<file path="src/rtl/mc_pkg.sv">
// Shared types and constants for the Monte Carlo statistics accumulator.
package mc_pkg;

  typedef enum logic [1:0] {
    ST_IDLE = 2'd0,
    ST_RUN  = 2'd1,
    ST_HALT = 2'd2
  } state_t;

  localparam int MOVE_W_DEF = 16;
  localparam int ACC_W_DEF  = 32;

  localparam logic [3:0] RD_MAX_LO   = 4'd0;
  localparam logic [3:0] RD_MAX_HI   = 4'd1;
  localparam logic [3:0] RD_TOT_B0   = 4'd2;
  localparam logic [3:0] RD_TOT_B1   = 4'd3;
  localparam logic [3:0] RD_TOT_B2   = 4'd4;
  localparam logic [3:0] RD_TOT_B3   = 4'd5;
  localparam logic [3:0] RD_TRIAL_B0 = 4'd6;
  localparam logic [3:0] RD_TRIAL_B1 = 4'd7;
  localparam logic [3:0] RD_TRIAL_B2 = 4'd8;
  localparam logic [3:0] RD_TRIAL_B3 = 4'd9;
  localparam logic [7:0] RD_DEFAULT  = 8'hFF;

endpackage

</file>
<file path="src/rtl/mc_stat_accumulator_sat_add.sv">
// Saturating adder: the sum clamps to all-ones when the carry-out is set.
module sat_add #(
  parameter int W = 32
) (
  input  logic [W-1:0] a,
  input  logic [W-1:0] b,
  output logic [W-1:0] sum,
  output logic         ovf
);

  logic [W:0] full;

  always_comb begin
    full = {1'b0, a} + {1'b0, b};
    ovf  = full[W];
    sum  = full[W] ? {W{1'b1}} : full[W-1:0];
  end

endmodule

</file>
<file path="src/rtl/mc_stat_accumulator.sv">
// Per-direction trial statistics (max, total moves, trial count) with a
// snapshot shadow so multi-byte bus reads stay coherent.
module mc_stat_accumulator
  import mc_pkg::*;
#(
  parameter int MOVE_W      = MOVE_W_DEF,
  parameter int ACC_W       = ACC_W_DEF,
  parameter int TRIAL_LIMIT = 0
) (
  input  logic              clk,
  input  logic              rst,
  input  logic              start,
  input  logic              clear,
  input  logic              trial_valid,
  input  logic [MOVE_W-1:0] trial_moves,
  output logic              trial_ready,
  input  logic              snap_req,
  input  logic [3:0]        rd_sel,
  output logic [7:0]        rd_data,
  output logic              running,
  output logic              halted
);

  state_t state, state_nxt;

  logic [MOVE_W-1:0] max_q, max_nxt, sh_max;
  logic [ACC_W-1:0]  total_q, total_nxt, sh_total;
  logic [ACC_W-1:0]  trials_q, trials_nxt, sh_trials;
  logic [ACC_W-1:0]  total_sum, trials_sum;
  logic              total_ovf, trials_ovf;
  logic              accept, limit_hit, sat_hit;
  logic [15:0]       sh_max16;
  logic [31:0]       sh_total32, sh_trials32;
  logic [7:0]        rd_byte;

  sat_add #(.W(ACC_W)) u_total_add (
    .a   (total_q),
    .b   (ACC_W'(trial_moves)),
    .sum (total_sum),
    .ovf (total_ovf)
  );

  sat_add #(.W(ACC_W)) u_trials_add (
    .a   (trials_q),
    .b   (ACC_W'(1)),
    .sum (trials_sum),
    .ovf (trials_ovf)
  );

  always_comb begin
    trial_ready = (state == ST_RUN) && !clear && !start;
    accept      = trial_valid && trial_ready;
    limit_hit   = (TRIAL_LIMIT != 0) && (trials_sum == ACC_W'(TRIAL_LIMIT));
    // Reaching all-ones counts as saturated: the counter can no longer grow.
    sat_hit     = total_ovf || trials_ovf || (&total_sum) || (&trials_sum);

    state_nxt  = state;
    max_nxt    = max_q;
    total_nxt  = total_q;
    trials_nxt = trials_q;

    if (clear) begin
      state_nxt  = ST_IDLE;
      max_nxt    = '0;
      total_nxt  = '0;
      trials_nxt = '0;
    end else if (start) begin
      state_nxt  = ST_RUN;
      max_nxt    = '0;
      total_nxt  = '0;
      trials_nxt = '0;
    end else if (accept) begin
      max_nxt    = (trial_moves > max_q) ? trial_moves : max_q;
      total_nxt  = total_sum;
      trials_nxt = trials_sum;
      if (limit_hit || sat_hit) state_nxt = ST_HALT;
    end
  end

  always_ff @(posedge clk or posedge rst) begin
    if (rst) begin
      state    <= ST_IDLE;
      running  <= 1'b0;
      halted   <= 1'b0;
      max_q    <= '0;
      total_q  <= '0;
      trials_q <= '0;
    end else begin
      state    <= state_nxt;
      running  <= (state_nxt == ST_RUN);
      halted   <= (state_nxt == ST_HALT);
      max_q    <= max_nxt;
      total_q  <= total_nxt;
      trials_q <= trials_nxt;
    end
  end

  // Shadow takes the post-update values so a same-cycle accept is included.
  always_ff @(posedge clk or posedge rst) begin
    if (rst) begin
      sh_max    <= '0;
      sh_total  <= '0;
      sh_trials <= '0;
    end else if (snap_req) begin
      sh_max    <= max_nxt;
      sh_total  <= total_nxt;
      sh_trials <= trials_nxt;
    end
  end

  always_comb begin
    sh_max16    = 16'(sh_max);
    sh_total32  = 32'(sh_total);
    sh_trials32 = 32'(sh_trials);
    rd_byte     = RD_DEFAULT;
    case (rd_sel)
      RD_MAX_LO:   rd_byte = sh_max16[7:0];
      RD_MAX_HI:   rd_byte = sh_max16[15:8];
      RD_TOT_B0:   rd_byte = sh_total32[7:0];
      RD_TOT_B1:   rd_byte = sh_total32[15:8];
      RD_TOT_B2:   rd_byte = sh_total32[23:16];
      RD_TOT_B3:   rd_byte = sh_total32[31:24];
      RD_TRIAL_B0: rd_byte = sh_trials32[7:0];
      RD_TRIAL_B1: rd_byte = sh_trials32[15:8];
      RD_TRIAL_B2: rd_byte = sh_trials32[23:16];
      RD_TRIAL_B3: rd_byte = sh_trials32[31:24];
      default:     rd_byte = RD_DEFAULT;
    endcase
  end

  always_ff @(posedge clk or posedge rst) begin
    if (rst) rd_data <= 8'h00;
    else     rd_data <= rd_byte;
  end

endmodule

</file>
<file path="config.mk">
export PLATFORM = sky130hd
export DESIGN_NAME = mc_stat_accumulator
export DESIGN_NICKNAME = d
export VERILOG_FILES = /design/src/rtl/mc_pkg.sv /design/src/rtl/mc_stat_accumulator_sat_add.sv /design/src/rtl/mc_stat_accumulator.sv
export SDC_FILE = /design/constraint.sdc
export NUM_CORES = 1
export LEC_CHECK = 0
export ABC_AREA = 1
export CAP_MARGIN = 20
export CELL_PAD_IN_SITES_DETAIL_PLACEMENT = 0
export CELL_PAD_IN_SITES_GLOBAL_PLACEMENT = 1
export CORE_MARGIN = 2
export CORE_UTILIZATION = 40
export DETAILED_ROUTE_END_ITERATION = 7
export GPL_TIMING_DRIVEN = 0
export PLACE_DENSITY = 0.82
export SETUP_SLACK_MARGIN = 0.02
export SYNTH_ARGS = -nofsm -noshare
export SYNTH_HDL_FRONTEND = slang
export SYNTH_HIERARCHICAL = 1
export SYNTH_SLANG_ARGS = --single-unit
</file>
<file path="constraint.sdc">
create_clock -name clk -period 5.52 [get_ports clk]
set_input_delay 1.104 -clock clk [delete_from_list [all_inputs] [get_ports clk]]
set_output_delay 1.104 -clock clk [all_outputs]
set_load 0.02 [all_outputs]
</file>
==> results.md <==
* Io pins at 37
* Worst setup EP type: flip-flop
* Leak pwr at 0.00884 µW
* Core Area at 33,700 µm²
* Dominant cells by area after synthesis: dfrtp_1 (31%), nand2_1 (19%), inv_1 (10%)
* GR Util All Layers at 24.5%
* Vias/cell at 4.92
* Placed Area at 14,900 µm²
* Clock Sinks at between 150 and 200
* DRT iter0 DRCs at 923
* Fraction of registers with async set/reset at 100%
* Initial antenna violation count at 0
* Site row count at 67
* Share of post-route cells with drive strength above 1 at roughly 8.4%
* Via count at 13.3k
* Number of max-cap violations at 0
* Worst hold path type: flip-flop to flip-flop
* GPL Wtd Cong at approximately 0.94
* NumNets Final at roughly 2.3k
* FILL cells at 3,573
* Largest net degree at the start of global routing at 43
* Sequential cell area at 4300 µm²
* Cells along the critical path: clkdlybuf4s50_1, ha_1, fa_1, nand3_2, nand3_2, nand2_1, nand2_2, nand2_1, nand2_2, a21oi_4, nand3_1, nand2_1, nor2_1, nand2_1, nor2_1, nand2_1, nand3_1, nand2_1, a21oi_1, and2_1
* RSZ-0062 raised after global routing: false
* Post-CTS Repair Setup Buffers at 0
* Placed wire-length estimate at about 35 mm
* CTS buffer count at 17
* Ys Warns at 6
* DRC Markers at 0
* Die height at 189 µm
* Syn avg cell area at around 6.5 µm²
* Max Clk Rate at about 240 MHz
* First-pass GRT wire length at 68.8 mm
* CP max FO at 6
* CP max-delay cell: fa_1
* Final TNS setup at 0 ns
* Root Driver: clkbuf_16
* Status: finished, final reports clean
* Post-DRT Antenna Nets at 0
* Crit Path Class: input port to flip-flop
* Final Cell Area at 15,600 µm²
* I/O Buffers at 35
* Slew HR at 53.3%
* Leading cell type in the layout, fill and taps excluded: nand2_1
* Cells after synthesis at 2,132
* Max stage delay on crit path at 0.50 ns
* Die ar. at 35,900 µm²
* CP dominant cell by count: nand2_1
* Most frequent cells in the layout: nand2_1 (683), inv_1 (380), nor2_1 (192)
* Unique cell type count in the Yosys netlist at 34
* Period minus WS final at 4.25 ns
* Post-cts sizing count at 0
* Drt first pass iters at 5
* Footprint of the multi-input gates at 7840 µm²
* Pins Over Slew Limit at 0
* Final WL at approximately 43 mm
* Critical path arrival at 4.57 ns
* CTS tree: yes
* Ant diodes at 0
* WHS at 0.483 ns
* Main synth FF type: dfrtp_1
* Worst setup SP type: input port
* Seq cells post-synth at roughly 170
* Die width at 189 µm
* Power per cell area at 194 nW/µm²
* WP data required at between 5 and 6 ns
* H-tree Lvls at 4
* Least-Margin Pin Slew at 0.699 ns
* Final count of hold timing violations at 0
* Synthesized cell area at about 14,000 µm²
* Vias in the first global route at 12.9k
* Area leader, netlist: dfrtp_1
* Setup-failing EPs final at 0
* # hold bufs at CTS at 0
* Share of the synthesized area in the top cell type at between 30% and 40%
* Final Cycle Share at 77.0%
* Clk slew on worst S/H paths at 0.07 ns
* Clock Path Buffers at 2
* Total gr overflow at 0
* DR WL/cell at 15.9 µm
* Worst vdd ir at 0.229 mV
* Syn-to-layout area delta at 13.1%
* Clk_skew at around 0.013 ns
* Post-synthesis sequential area ratio at between 30% and 40%
* Clk_lat worst skew at 0.43 ns
* Layout Utilization at ~46%
* Initial core utilization at 40.8%
* Post-synth EDFFs at 0
[worst max-delay path, delay by kind of cell]
kind                       cells  cell delay (ns)
buffers and inverters          1             0.45
and+or+nand+nor               15             1.72
adders and majority gates      2             0.77
AOI/OAI and AO/OA              2             0.52
[layer usage]
layer | vias up | track usage [%] | routed length [µm]
met3 | 52 | 2.72 | 1650
met1 | 6131 | 32.9 | 20100
met2 | 295 | 42.2 | 20100
li1 | 6791 | - | -
met4 | 0 | 6.35 | 986
met5 | - | 0 | 0
[registers in the layout, indices dropped and copies added, names as in the netlist]
| signal | flops |
|---|---|
| max_q | 16 |
| rd_data | 8 |
| sh_total | 32 |
| sh_max | 16 |
| state | 2 |
| running | 1 |
| sh_trials | 32 |
| total_q | 32 |
| trials_q | 32 |
| halted | 1 |
[report_power, final]
group | total, µW | internal, µW | switching [µW]
Clock | 1280 | 709 | 573
Sequential | 1290 | 1280 | 9.43
Combinational | 444 | 138 | 306
[final cells by class]
| class | instances | share of cell area, % |
|---|---|---|
| Multi-Input combinational cell | 1563 | 50.4 |
| Clock inverter | 14 | 1.24 |
| Timing Repair Buffer | 39 | 2.77 |
| Clock buffer | 18 | 2.82 |
| Sequential cell | 172 | 27.7 |
| Buffer | 52 | 2.03 |
| Tap cell | 448 | 3.60 |
| Inverter | 392 | 9.48 |
[through the flow]
| step | std cells | power [µW] | setup WS [ns] |
|---|---|---|---|
| final | 2698 | 3010 | 1.27 |
| after CTS | 2698 | 3020 | 1.27 |
| after detailed placement | 2666 | 1750 | 0.820 |
| after global routing | 2698 | 3130 | 1.09 |
| after floorplan | 2179 | 1600 | 2.18 |
| after global placement | 2662 | 1740 | 0.741 |
[path summary, 6_finish.rpt]
path	endpoint	cells past startpoint	slack [ns]	start
worst max-delay path	halted	20	1.27	trial_moves[0]
max in group asynchronous	running	4	3.51	rst
worst min register to register	sh_max[3]	2	0.48	sh_max[3]
worst min-delay path	sh_max[3]	2	0.48	sh_max[3]
worst max register to register	halted	19	2.00	total_q[0]
min in group asynchronous	trials_q[0]	2	1.16	rst
[kinds of logic (layout without fill, tap and decap cells)]
family,after synthesis,after routing,share of synthesized area [%]
AND/OR/NAND/NOR,1191,1191,37.9
flip-flops,172,172,31.3
adder cells (fa/ha/maj),82,82,7.57
AO/OA/AOI/OAI,215,215,8.55
other,2,49,0.0546
buffers and inverters,444,515,13.0
XOR/XNOR,26,26,1.66
[cells in the mapped netlist, types with 2 or more instances]
library cell	count
nand2_1	683
inv_1	381
nor2_1	192
dfrtp_1	172
nand3_1	116
o21ai_1	94
ha_1	80
nor2_2	53
a21oi_1	48
o21ai_0	38
nand4_1	37
nand2_2	26
xor2_1	26
nand3_2	24
and3_1	20
clkbuf_1	18
o22ai_1	16
and2_1	15
buf_6	14
nor3_1	14
inv_2	11
buf_2	10
buf_1	9
nor4_1	7
a21oi_2	6
a21o_1	5
o2111ai_1	4
nor2_4	3
a21oi_4	2
a311oi_1	2
conb_1	2
fa_1	2
Power figures use the tool's default switching activity.
